===== config.mk =====
export PLATFORM = sky130hd
export DESIGN_NAME = load_store_queue
export DESIGN_NICKNAME = d
export VERILOG_FILES = /design/src/rtl/load_store_queue.sv
export SDC_FILE = /design/constraint.sdc
export NUM_CORES = 2
export LEC_CHECK = 0
export CORE_MARGIN = 3
export CORE_UTILIZATION = 50
export CTS_BUF_LIST = sky130_fd_sc_hd__clkbuf_8
export DETAILED_ROUTE_END_ITERATION = 12
export PLACE_DENSITY = 0.66
export SYNTH_ARGS = -nofsm -noshare
export SYNTH_HDL_FRONTEND = slang
export SYNTH_SLANG_ARGS = --single-unit

===== constraint.sdc =====
create_clock -name clk -period 7.2 [get_ports clk]
set_input_delay 1.08 -clock clk [delete_from_list [all_inputs] [get_ports clk]]
set_output_delay 1.08 -clock clk [all_outputs]
set_load 0.005 [all_outputs]

===== src/rtl/load_store_queue.sv =====
`default_nettype none
// ============================================================================
// Module : load_store_queue
// Brief  : In-order load/store queue with operand wakeup, commit-gated stores
//          and a beat-serialised memory port.
// Rev    : 1.0  initial release
// ============================================================================
module load_store_queue #(
    parameter int ADDR_BITS = 4,
    parameter int MEM_BYTES = 1,
    parameter int ROB_BITS  = 5
) (
    input  logic                   clk,
    input  logic                   rst,
    input  logic                   rdy,
    input  logic                   issue_valid,
    input  logic [2:0]             issue_optype,
    input  logic [ROB_BITS-1:0]    issue_rob_id,
    input  logic [ROB_BITS-1:0]    issue_qi,
    input  logic [ROB_BITS-1:0]    issue_qj,
    input  logic [31:0]            issue_vi,
    input  logic [31:0]            issue_vj,
    input  logic [31:0]            issue_imm,
    output logic                   lsq_full,
    input  logic                   commit_valid,
    input  logic [ROB_BITS-1:0]    commit_rob_id,
    input  logic                   rollback,
    output logic                   mem_en,
    output logic                   mem_wr,
    output logic [31:0]            mem_addr,
    output logic [8*MEM_BYTES-1:0] mem_wdata,
    input  logic                   mem_done,
    input  logic [8*MEM_BYTES-1:0] mem_rdata,
    input  logic                   alu_valid,
    input  logic [ROB_BITS-1:0]    alu_rob_id,
    input  logic [31:0]            alu_result,
    output logic                   lsq_valid,
    output logic [ROB_BITS-1:0]    lsq_rob_id,
    output logic [31:0]            lsq_result
);

    localparam int                    c_DEPTH        = 1 << ADDR_BITS;
    localparam int                    c_BEAT_W       = 8 * MEM_BYTES;
    localparam logic [ROB_BITS-1:0]   c_RENAMED_ZERO = '0;
    localparam logic [ADDR_BITS-1:0]  c_PTR_ONE      = ADDR_BITS'(1);
    localparam logic [ADDR_BITS:0]    c_CNT_ONE      = (ADDR_BITS+1)'(1);
    localparam logic [ADDR_BITS:0]    c_CNT_FULL     = (ADDR_BITS+1)'(c_DEPTH);
    localparam logic [2:0]            c_NB_H         = 3'((2 + MEM_BYTES - 1) / MEM_BYTES);
    localparam logic [2:0]            c_NB_W         = 3'((4 + MEM_BYTES - 1) / MEM_BYTES);

    localparam logic [2:0] c_OP_LB  = 3'd0;
    localparam logic [2:0] c_OP_LH  = 3'd1;
    localparam logic [2:0] c_OP_LW  = 3'd2;
    localparam logic [2:0] c_OP_LBU = 3'd3;
    localparam logic [2:0] c_OP_LHU = 3'd4;
    localparam logic [2:0] c_OP_SB  = 3'd5;
    localparam logic [2:0] c_OP_SH  = 3'd6;
    localparam logic [2:0] c_OP_SW  = 3'd7;

    typedef enum logic [1:0] {
        ST_IDLE  = 2'd0,
        ST_LOAD  = 2'd1,
        ST_STORE = 2'd2
    } state_t;

    logic [c_DEPTH-1:0]   r_valid;
    logic [c_DEPTH-1:0]   r_committed;
    logic [2:0]           r_op  [c_DEPTH];
    logic [ROB_BITS-1:0]  r_rob [c_DEPTH];
    logic [ROB_BITS-1:0]  r_qi  [c_DEPTH];
    logic [ROB_BITS-1:0]  r_qj  [c_DEPTH];
    logic [31:0]          r_vi  [c_DEPTH];
    logic [31:0]          r_vj  [c_DEPTH];
    logic [31:0]          r_imm [c_DEPTH];
    logic [ADDR_BITS-1:0] r_head;
    logic [ADDR_BITS-1:0] r_tail;
    logic [ADDR_BITS:0]   r_count;

    state_t               r_state;
    logic [2:0]           r_cur_op;
    logic [ROB_BITS-1:0]  r_cur_rob;
    logic [2:0]           r_beat;
    logic [2:0]           r_nbeats;
    logic [31:0]          r_wd;
    logic [31:0]          r_rd;

    logic                 w_push;
    logic                 w_start;
    logic [ROB_BITS-1:0]  w_in_qi;
    logic [ROB_BITS-1:0]  w_in_qj;
    logic [31:0]          w_in_vi;
    logic [31:0]          w_in_vj;
    logic [2:0]           w_h_op;
    logic                 w_h_store;
    logic                 w_h_commit;
    logic [2:0]           w_h_nbeats;
    logic [31:0]          w_h_sdata;
    logic [31:0]          w_h_addr;
    logic [31:0]          w_wshift;
    logic [31:0]          w_rshift;
    logic [c_BEAT_W-1:0]  w_next_wdata;
    logic [31:0]          w_rd_merged;
    logic                 w_last;
    logic [31:0]          w_load_ext;

    assign lsq_full = (r_count == c_CNT_FULL);
    assign w_push   = issue_valid && !lsq_full && !rollback;

    // Operands arriving on either CDB in the issue cycle are captured directly.
    always_comb begin
        w_in_qi = issue_qi;
        w_in_vi = issue_vi;
        w_in_qj = issue_qj;
        w_in_vj = issue_vj;
        if (issue_qi != c_RENAMED_ZERO) begin
            if (alu_valid && issue_qi == alu_rob_id) begin
                w_in_qi = c_RENAMED_ZERO;
                w_in_vi = alu_result;
            end else if (lsq_valid && issue_qi == lsq_rob_id) begin
                w_in_qi = c_RENAMED_ZERO;
                w_in_vi = lsq_result;
            end
        end
        if (issue_qj != c_RENAMED_ZERO) begin
            if (alu_valid && issue_qj == alu_rob_id) begin
                w_in_qj = c_RENAMED_ZERO;
                w_in_vj = alu_result;
            end else if (lsq_valid && issue_qj == lsq_rob_id) begin
                w_in_qj = c_RENAMED_ZERO;
                w_in_vj = lsq_result;
            end
        end
    end

    always_comb begin
        w_h_op     = r_op[r_head];
        w_h_store  = (w_h_op == c_OP_SB) || (w_h_op == c_OP_SH) || (w_h_op == c_OP_SW);
        w_h_commit = r_committed[r_head] || (commit_valid && commit_rob_id == r_rob[r_head]);
        w_start    = (r_state == ST_IDLE) && r_valid[r_head] && !rollback &&
                     (r_qi[r_head] == c_RENAMED_ZERO) && (r_qj[r_head] == c_RENAMED_ZERO) &&
                     (!w_h_store || w_h_commit);
        w_h_addr   = r_vi[r_head] + r_imm[r_head];
        w_h_nbeats = c_NB_W;
        w_h_sdata  = r_vj[r_head];
        case (w_h_op)
            c_OP_LB, c_OP_LBU, c_OP_SB: begin
                w_h_nbeats = 3'd1;
                w_h_sdata  = {24'd0, r_vj[r_head][7:0]};
            end
            c_OP_LH, c_OP_LHU, c_OP_SH: begin
                w_h_nbeats = c_NB_H;
                w_h_sdata  = {16'd0, r_vj[r_head][15:0]};
            end
            default: ;
        endcase
    end

    // Beat b of an access occupies bits [b*c_BEAT_W +: c_BEAT_W] of the 32-bit word.
    always_comb begin
        w_wshift     = ({29'd0, r_beat} + 32'd1) * 32'(c_BEAT_W);
        w_rshift     = {29'd0, r_beat} * 32'(c_BEAT_W);
        w_next_wdata = c_BEAT_W'(r_wd >> w_wshift);
        w_rd_merged  = r_rd | 32'(64'(mem_rdata) << w_rshift);
        w_last       = (r_beat == r_nbeats - 3'd1);
        case (r_cur_op)
            c_OP_LB:  w_load_ext = {{24{w_rd_merged[7]}}, w_rd_merged[7:0]};
            c_OP_LBU: w_load_ext = {24'd0, w_rd_merged[7:0]};
            c_OP_LH:  w_load_ext = {{16{w_rd_merged[15]}}, w_rd_merged[15:0]};
            c_OP_LHU: w_load_ext = {16'd0, w_rd_merged[15:0]};
            default:  w_load_ext = w_rd_merged;
        endcase
    end

    // Entry payload: operand wakeup and issue writes (gated by the valid bits).
    always_ff @(posedge clk) begin
        if (rdy) begin
            for (int i = 0; i < c_DEPTH; i++) begin
                if (r_valid[i] && r_qi[i] != c_RENAMED_ZERO) begin
                    if (alu_valid && r_qi[i] == alu_rob_id) begin
                        r_qi[i] <= c_RENAMED_ZERO;
                        r_vi[i] <= alu_result;
                    end else if (lsq_valid && r_qi[i] == lsq_rob_id) begin
                        r_qi[i] <= c_RENAMED_ZERO;
                        r_vi[i] <= lsq_result;
                    end
                end
                if (r_valid[i] && r_qj[i] != c_RENAMED_ZERO) begin
                    if (alu_valid && r_qj[i] == alu_rob_id) begin
                        r_qj[i] <= c_RENAMED_ZERO;
                        r_vj[i] <= alu_result;
                    end else if (lsq_valid && r_qj[i] == lsq_rob_id) begin
                        r_qj[i] <= c_RENAMED_ZERO;
                        r_vj[i] <= lsq_result;
                    end
                end
            end
            if (w_push) begin
                r_op[r_tail]  <= issue_optype;
                r_rob[r_tail] <= issue_rob_id;
                r_qi[r_tail]  <= w_in_qi;
                r_qj[r_tail]  <= w_in_qj;
                r_vi[r_tail]  <= w_in_vi;
                r_vj[r_tail]  <= w_in_vj;
                r_imm[r_tail] <= issue_imm;
            end
        end
    end

    always_ff @(posedge clk or negedge rst) begin
        if (!rst) begin
            r_valid     <= '0;
            r_committed <= '0;
            r_head      <= '0;
            r_tail      <= '0;
            r_count     <= '0;
            r_state     <= ST_IDLE;
            r_cur_op    <= '0;
            r_cur_rob   <= '0;
            r_beat      <= '0;
            r_nbeats    <= '0;
            r_wd        <= '0;
            r_rd        <= '0;
            mem_en      <= 1'b0;
            mem_wr      <= 1'b0;
            mem_addr    <= '0;
            mem_wdata   <= '0;
            lsq_valid   <= 1'b0;
            lsq_rob_id  <= '0;
            lsq_result  <= '0;
        end else if (rdy) begin
            lsq_valid <= 1'b0;

            for (int i = 0; i < c_DEPTH; i++) begin
                if (r_valid[i] && commit_valid && commit_rob_id == r_rob[i]) begin
                    r_committed[i] <= 1'b1;
                end
            end
            if (w_start) begin
                r_valid[r_head]     <= 1'b0;
                r_committed[r_head] <= 1'b0;
                r_head              <= r_head + c_PTR_ONE;
            end
            if (w_push) begin
                r_valid[r_tail]     <= 1'b1;
                r_committed[r_tail] <= 1'b0;
                r_tail              <= r_tail + c_PTR_ONE;
            end
            case ({w_push, w_start})
                2'b10:   r_count <= r_count + c_CNT_ONE;
                2'b01:   r_count <= r_count - c_CNT_ONE;
                default: ;
            endcase
            if (rollback) begin
                r_valid     <= '0;
                r_committed <= '0;
                r_head      <= '0;
                r_tail      <= '0;
                r_count     <= '0;
            end

            case (r_state)
                ST_IDLE: begin
                    if (w_start) begin
                        r_state   <= w_h_store ? ST_STORE : ST_LOAD;
                        r_cur_op  <= w_h_op;
                        r_cur_rob <= r_rob[r_head];
                        r_beat    <= 3'd0;
                        r_nbeats  <= w_h_nbeats;
                        r_wd      <= w_h_sdata;
                        r_rd      <= '0;
                        mem_en    <= 1'b1;
                        mem_wr    <= w_h_store;
                        mem_addr  <= w_h_addr;
                        mem_wdata <= c_BEAT_W'(w_h_sdata);
                    end
                end
                ST_LOAD: begin
                    if (rollback) begin
                        r_state <= ST_IDLE;
                        mem_en  <= 1'b0;
                    end else if (mem_done) begin
                        r_rd <= w_rd_merged;
                        if (w_last) begin
                            r_state    <= ST_IDLE;
                            mem_en     <= 1'b0;
                            lsq_valid  <= 1'b1;
                            lsq_rob_id <= r_cur_rob;
                            lsq_result <= w_load_ext;
                        end else begin
                            r_beat   <= r_beat + 3'd1;
                            mem_addr <= mem_addr + 32'(MEM_BYTES);
                        end
                    end
                end
                ST_STORE: begin
                    // Committed stores always run to completion, rollback or not.
                    if (mem_done) begin
                        if (w_last) begin
                            r_state <= ST_IDLE;
                            mem_en  <= 1'b0;
                            mem_wr  <= 1'b0;
                        end else begin
                            r_beat    <= r_beat + 3'd1;
                            mem_addr  <= mem_addr + 32'(MEM_BYTES);
                            mem_wdata <= w_next_wdata;
                        end
                    end
                end
                default: r_state <= ST_IDLE;
            endcase
        end
    end

endmodule
`default_nettype wire

# Yosys cells after proc, flatten, opt, wreduce, memory -nomap -nowiden
# Memory sizes are Yosys's and may differ from the RTL's.
# Cells that the tools add are included.
[totals] mem_count=7 ram_bits=1824 wordCells=887 out_inout_bits=81 input_bits=172 register_bits=205
[classes] n_eq_ne=106 addsub=9 magnitude_cmp=4 shift=2 bitwise=72 reduce_logical=207 mux=461
[memory_table] name="r_imm" depth=16 word_bits=32 rd=1 rd_clocked_by_memory_dff=0 wr=1 line_no="74" text="logic [31:0] r_imm [c_DEPTH];"
[memory_table] name="r_vi" depth=16 word_bits=32 rd=1 rd_clocked_by_memory_dff=0 wr=17 line_no="72" text="logic [31:0] r_vi [c_DEPTH];"
[memory_table] name="r_vj" depth=16 word_bits=32 rd=1 rd_clocked_by_memory_dff=0 wr=17 line_no="73" text="logic [31:0] r_vj [c_DEPTH];"
[memory_table] name="r_qi" depth=16 word_bits=5 rd=17 rd_clocked_by_memory_dff=0 wr=17 line_no="70" text="logic [ROB_BITS-1:0] r_qi [c_DEPTH];"
[memory_table] name="r_qj" depth=16 word_bits=5 rd=17 rd_clocked_by_memory_dff=0 wr=17 line_no="71" text="logic [ROB_BITS-1:0] r_qj [c_DEPTH];"
[memory_table] name="r_rob" depth=16 word_bits=5 rd=17 rd_clocked_by_memory_dff=0 wr=1 line_no="69" text="logic [ROB_BITS-1:0] r_rob [c_DEPTH];"
[memory_table] name="1 more memories"
[ops] operator="$mux W32" count=45
[ops] operator="$eq A5 B5 Y1" count=85
[ops] operator="$mux W1" count=338
[ops] operator="$mux W5" count=39
[ops] operator="$reduce_bool A5 Y1" count=34
[ops] operator="$logic_and A1 B1 Y1" count=142
[ops] operator="$mux W16" count=8
[ops] operator="$pmux W32 S2" count=2
[ops] operator="$pmux W32 S4" count=1
[ops] operator="$pmux W32 S3" count=1
[ops] operator="$or A1 B1 Y1" count=64
[ops] operator="$and A16 B16 Y16" count=3
[ops] operator="$add A32 B1 Y32 const B" count=1
[ops] operator="$add A32 B32 Y32" count=1
[ops] operator="$not A16 Y16" count=2
[ops] operator="$or A32 B32 Y32" count=1
[ops] operator="$shl A8 B6 Y32" count=1
[ops] operator="$shr A32 B7 Y8" count=1
[ops] operator="$mux W8" count=3
[ops] operator="$reduce_and A5 Y1" count=4
[ops] operator="$mux W4" count=4
[ops] operator="$or A16 B16 Y16" count=1
[ops] operator="$pmux W8 S2" count=1
[ops] operator="$eq A3 B3 Y1 const B" count=5
[ops] operator="other kinds (37)" count=74

# Logic depth before layout (Yosys ltp)
[depth] word_depth=12 depth_mapped=23 depth_no_buf=15

# Worst setup path after synthesis
# No wires, ideal clock.
[synth_timing] path_kind="reg2reg" startpoint="reg r_head[0]" endpoint="reg mem_addr[31]" stages_incl_launch_ff=22 setup_ps=123 n_path_buf=8 t_required_ps=7077 setup_slack_ps=1482 arrival_time_ps=5595 period_less_slack_ps=5718 path_cell_list="dfrtp_1 -> buf_2 -> buf_6 -> buf_2 -> buf_2 -> buf_4 -> buf_2 -> buf_2 -> buf_1 -> mux4_2 -> mux4_2 -> ha_1 -> a21oi_1 -> o21a_1 -> a21boi_0 -> o21ai_0 -> a41oi_1 -> nand3b_1 -> o21ai_0 -> o21ai_0 -> xnor2_1 -> o221a_1"
[synth_via] elab_chain_cells=9 word_cells_on_any_way=32 cone_classes="add/sub (1); eq/ne (5); mux (6); reduce/logical (14); memory (6)"
[synth_rtl] element="from (decl)" line_no="75" text="logic [ADDR_BITS-1:0] r_head;"
[synth_rtl] element="from (signal assigned)" line_no="241" text="r_head <= r_head + c_PTR_ONE;"
[synth_rtl] element="branches (longest 9 deep; another with $mem_v2 Z16 W32)"
[synth_rtl] element="to (signal assigned)" line_no="273" text="mem_addr <= w_h_addr;"
[synth_rtl] element="to (signal assigned)" line_no="291" text="mem_addr <= mem_addr + 32'(MEM_BYTES);"
[synth_rtl] element="to (signal assigned)" line_no="304" text="mem_addr <= mem_addr + 32'(MEM_BYTES);"
[synth_rtl] element="to (decl)" line_no="30" text="output logic [31:0] mem_addr,"
# Several ways; the timed one is not identified. The select of a mux whose other input is x is not followed.
# A chain may end at the register's enable or synchronous reset.

# Worst setup path after layout
[layout_timing] startpoint="reg r_head[1]" endpoint="reg r_wd[12]"
[layout_via] elab_chain_cells=8 word_cells_on_any_way=34 cone_classes="eq/ne (7); mux (5); reduce/logical (17); memory (5)"
[layout_rtl] element="$mem_v2 Z16 W3 or $bmux W1 S4 (tied branches)"
[layout_rtl] element="$eq A3 B3 Y1 or $mux W1 (tied branches)" line_no="137, 145, 139"
[layout_rtl] element="$logic_or A1 B1 Y1 or $logic_and A1 B1 Y1 (tied branches) (2 in series)" line_no="137, 139"
[layout_rtl] element="$logic_not A1 Y1 or $logic_and A1 B1 Y1 (tied branches)" line_no="141, 139"
[layout_rtl] element="$logic_or A1 B1 Y1 or $logic_and A1 B1 Y1 (tied branches)" line_no="141, 140"
[layout_rtl] element="$logic_and A1 B1 Y1" line_no="140" text="(r_qi[r_head] == c_RENAMED_ZERO) && (r_qj[r_head] == c_RENAMED_ZERO) &&"
[layout_rtl] element="$reduce_and A3 Y1 (no line)"
[layout_rtl] element="to (signal assigned)" line_no="269" text="r_wd <= w_h_sdata;"
[layout_rtl] element="to (decl)" line_no="84" text="logic [31:0] r_wd;"
# Parallel ways exist; a longest one is shown, timed or not. The select of a mux whose other input is x is not followed.

==> results_tabular.tex <==
\begin{tabular}{lr}
\hline
Metric & Value \\
\hline
\multicolumn{2}{l}{\textbf{Outcome}} \\
Result of the run & complete, no violations \\
\multicolumn{2}{l}{\textbf{Cells and area}} \\
Share of cells above drive strength 1 & 15.35\% \\
Final-stage net count & 9012 \\
Non-filler cells, final & 11910 \\
Layout area overhead & 10.68\% \\
\multicolumn{2}{l}{\textbf{Drt}} \\
Aggregate routed wire length & 386700 µm \\
Vias after detailed routing & 79580 \\
Drt via density & 6.682 \\
DRC Markers & 0 \\
TritonRoute pass-1 iters & 8 \\
Number of nets with antenna violations after routing & 0 \\
Detailed router's first-iteration violation count & about 12000 \\
Routed len/inst & between 30 and 40 µm \\
\multicolumn{2}{l}{\textbf{Die}} \\
Core Rows & 170 \\
Initial core utilization & 50.51\% \\
Die Y & 472.5 µm \\
Die ar. & 223300 µm² \\
Number of primary I/O pins & 253 \\
Placeable core region & 215500 µm² \\
Die width & 472.5 µm \\
\multicolumn{2}{l}{\textbf{Synthesis}} \\
Synthesized flop and latch total & 2021 \\
Cell area after technology mapping & 108800 µm² \\
Cell count after synthesis & 8836 \\
Sequential cell area fraction in the yosys report & a little over half \\
Post-synth top area share & 50.33\% \\
Synth area leaders & sky130\_fd\_sc\_hd\_\_edfxtp\_1, sky130\_fd\_sc\_hd\_\_mux4\_2, sky130\_fd\_sc\_hd\_\_mux2i\_1 \\
Most common flop cell mapped by yosys & sky130\_fd\_sc\_hd\_\_edfxtp\_1 \\
Most common cell in the synthesized netlist & sky130\_fd\_sc\_hd\_\_edfxtp\_1 \\
Yosys Warn Count & 0 \\
Most frequent cells after synthesis & sky130\_fd\_sc\_hd\_\_edfxtp\_1, sky130\_fd\_sc\_hd\_\_mux2i\_1, sky130\_fd\_sc\_hd\_\_nand2\_1 \\
Per-instance average area after synthesis & roughly 12 µm² \\
Async S/R FF share, synth & between 9 and 10\% \\
Number of different library cells in the post-synthesis netlist & 81 \\
Number of enable flip-flop cells after synthesis & between 1500 and 2000 \\
Post-Synthesis Net Count & 9057 \\
Leading area contributor after synthesis & sky130\_fd\_sc\_hd\_\_edfxtp\_1 \\
\multicolumn{2}{l}{\textbf{Worst setup path}} \\
Type of the worst setup path & reg -> reg \\
Arrival time of data at the critical path endpoint & 6.94 ns \\
Critical path required time & between 8 and 9 ns \\
Worst Path Max Fanout & 45 \\
Worst Setup End Kind & register \\
Kind of start point of the critical path & register \\
\multicolumn{2}{l}{\textbf{Pwr}} \\
Max rail drop VDD & approximately 0.30 mV \\
Leakage dissipation & about 38 nW \\
P per Cell Area & 245.0 nW/µm² \\
\multicolumn{2}{l}{\textbf{Global routing}} \\
Met3 track utilization from global routing & 8.300\% \\
Number of antenna violations at the first check in global routing & 32 \\
Overall fraction of global-route tracks in use & 33.91\% \\
Vias in the first global route & 77530 \\
Most Used Layer, Global Route & met2 \\
Total overflow reported by the global router & 0 \\
Global-route met1 utilization & between 40\% and 50\% \\
First-pass GRT wire length & approximately 550000 µm \\
Met2 Use GR & 52.09\% \\
Pin count of the biggest net entering global routing & 139 \\
\multicolumn{2}{l}{\textbf{STA}} \\
Sum of negative setup slack & 0 ns \\
Max transition margin & 4.632\% \\
Slew @ Worst Pin & 1.431 ns \\
Number of hold-slack violations in the final timing report & 0 \\
Min Clock Period, post-route & 5.962 ns \\
Final Cycle Share & around 83\% \\
Final setup skew & 0.07595 ns \\
RSZ-0062 raised after global routing & false \\
Setup-violating endpoint count in the final report & 0 \\
Final slew viol count & 0 \\
Timing-limited maximum frequency & about 0.17 GHz \\
\multicolumn{2}{l}{\textbf{Placed design}} \\
Input/output buffers & 252 \\
Post-DP HPWL & 224200 µm \\
RePlAce Congestion & 0.9109 \\
Count of placed standard cells including taps & 11270 \\
\multicolumn{2}{l}{\textbf{Clocking}} \\
Root cell of the clock tree & sky130\_fd\_sc\_hd\_\_clkbuf\_8 \\
Total number of clock tree sinks & between 2000 and 2500 \\
TritonCTS clock tree & built \\
Post-CTS setup buffer count & 0 \\
Clock buffers created by TritonCTS & 360 \\
Register clock-pin slew on the reported worst setup and hold paths & 0.06 ns \\
Clock Latency Late Sink & 1.12 ns \\
Count of instances resized after the clock tree is built & 0 \\
Htree depth & 5 \\
Hold-fix buffers, CTS & 0 \\
Maximum buffer depth of the clock tree & 4 \\
\multicolumn{2}{l}{\textbf{Min path}} \\
Worst min path class & in -> async \\
\multicolumn{2}{l}{\textbf{Flow run}} \\
Number of max-cap violations & 0 \\
\hline
\end{tabular}
-- layer usage --
metal | routed length (µm) | vias up | part of all wire (%)
met3 | 47240 | 1361 | 12
met2 | 174400 | 5785 | 45
met1 | 139900 | 39520 | 36
met5 | 172 | - | 0.044
met4 | 25000 | 22 | 6.5
li1 | - | 32890 | -
-- stage by stage --
step	util [%]	hold slack, ns	instance area, µm²	total power, mW	setup WS, ns
after detailed placement	52.96	0.4694	114100	19.80	1.299
after CTS	55.88	0.008986	120400	29.41	1.391
after floorplan	-	0.4429	108800	17.34	1.482
after global placement	52.95	0.4620	114100	19.67	1.372
final	55.90	0.03265	120400	29.52	1.238
after global routing	55.89	0.05557	120400	30.45	0.9886
-- sequential cells by signal (all words and copies together), names as in the netlist, 4 cells and up --
name	cells
r_imm	512
r_vi	512
r_tail	4
r_head	4
lsq_rob_id	5
r_rob	80
r_wd	24
r_rd	32
r_cur_rob	5
r_vj	512
r_op	48
mem_wdata	8
r_valid	16
mem_addr	32
lsq_result	32
r_qj	80
r_committed	16
r_count	5
r_qi	80
-- path summary, 6_finish.rpt --
check,end,slack (ns),depth (start not counted),startpoint
max reg2reg,r_wd[12]$_DFFE_PN0P_,1.24,13,r_head[1]$_DFFE_PN0P_
max in group asynchronous,lsq_result[2]$_DFFE_PN0P_,5.67,2,rst
min in group clk,r_wd[9]$_DFFE_PN0P_,0.48,2,r_wd[9]$_DFFE_PN0P_
max,r_wd[12]$_DFFE_PN0P_,1.24,13,r_head[1]$_DFFE_PN0P_
min reg2reg,r_wd[9]$_DFFE_PN0P_,0.48,2,r_wd[9]$_DFFE_PN0P_
min,lsq_rob_id[0]$_DFFE_PN0P_,0.03,1,rst
-- final cells by class --
class,count,area [µm²]
Fill cell,17390,95020
Sequential cell,2021,59720
Multi-Input combinational cell,5775,45510
Clock buffer,380,5230
Timing Repair Buffer,548,4920
Tap cell,2838,3551
Clock inverter,248,1066
Inverter,85,416.7
Antenna cell,15,37.54
-- power breakdown --
group	switching [mW]	internal, mW	leakage [nW]
clock	4.86	4.92	3.80
combinational	3.91	2.16	14.7
sequential	0.460	13.2	19.2
-- cell families (layout without fill, tap and decap cells) --
group | count (synthesis) | in the layout | share of synthesized area [%]
mux | 1611 | 1611 | 20.82
compound gates | 1660 | 1660 | 8.448
buf+inv | 1040 | 1261 | 3.733
fa+ha+maj | 49 | 49 | 0.5703
xor+xnor | 466 | 466 | 3.750
flops | 2021 | 2021 | 54.86
simple gates | 1989 | 1989 | 7.823
other cells | 0 | 15 | 0
-- layout by cell type (no fill, tap or decap), types with 280 or more instances in the layout --
master / instances
sky130_fd_sc_hd__a21oi_1: 463
sky130_fd_sc_hd__buf_4: 280
sky130_fd_sc_hd__clkbuf_8: 380
sky130_fd_sc_hd__edfxtp_1: 1824
sky130_fd_sc_hd__mux2i_1: 1058
sky130_fd_sc_hd__mux4_2: 518
sky130_fd_sc_hd__nand2_1: 919
sky130_fd_sc_hd__nor2_1: 607
sky130_fd_sc_hd__o21ai_0: 837
sky130_fd_sc_hd__xnor2_1: 284
-- worst max-delay path, stage by stage (launching register included) --
cell and delay, ns:
sky130_fd_sc_hd__dfrtp_4 0.94, sky130_fd_sc_hd__buf_4 0.52, sky130_fd_sc_hd__buf_4 0.44, sky130_fd_sc_hd__mux4_2 0.36, sky130_fd_sc_hd__a22oi_1 0.23, sky130_fd_sc_hd__nand2_1 0.23, sky130_fd_sc_hd__o21ai_0 0.74, sky130_fd_sc_hd__nor2_1 0.17
sky130_fd_sc_hd__a211oi_4 0.39, sky130_fd_sc_hd__buf_4 0.35, sky130_fd_sc_hd__nand2_2 0.20, sky130_fd_sc_hd__inv_2 0.17, sky130_fd_sc_hd__nand3_1 0.68, sky130_fd_sc_hd__o21ai_0 0.41
(Power assumes the default switching activity.)
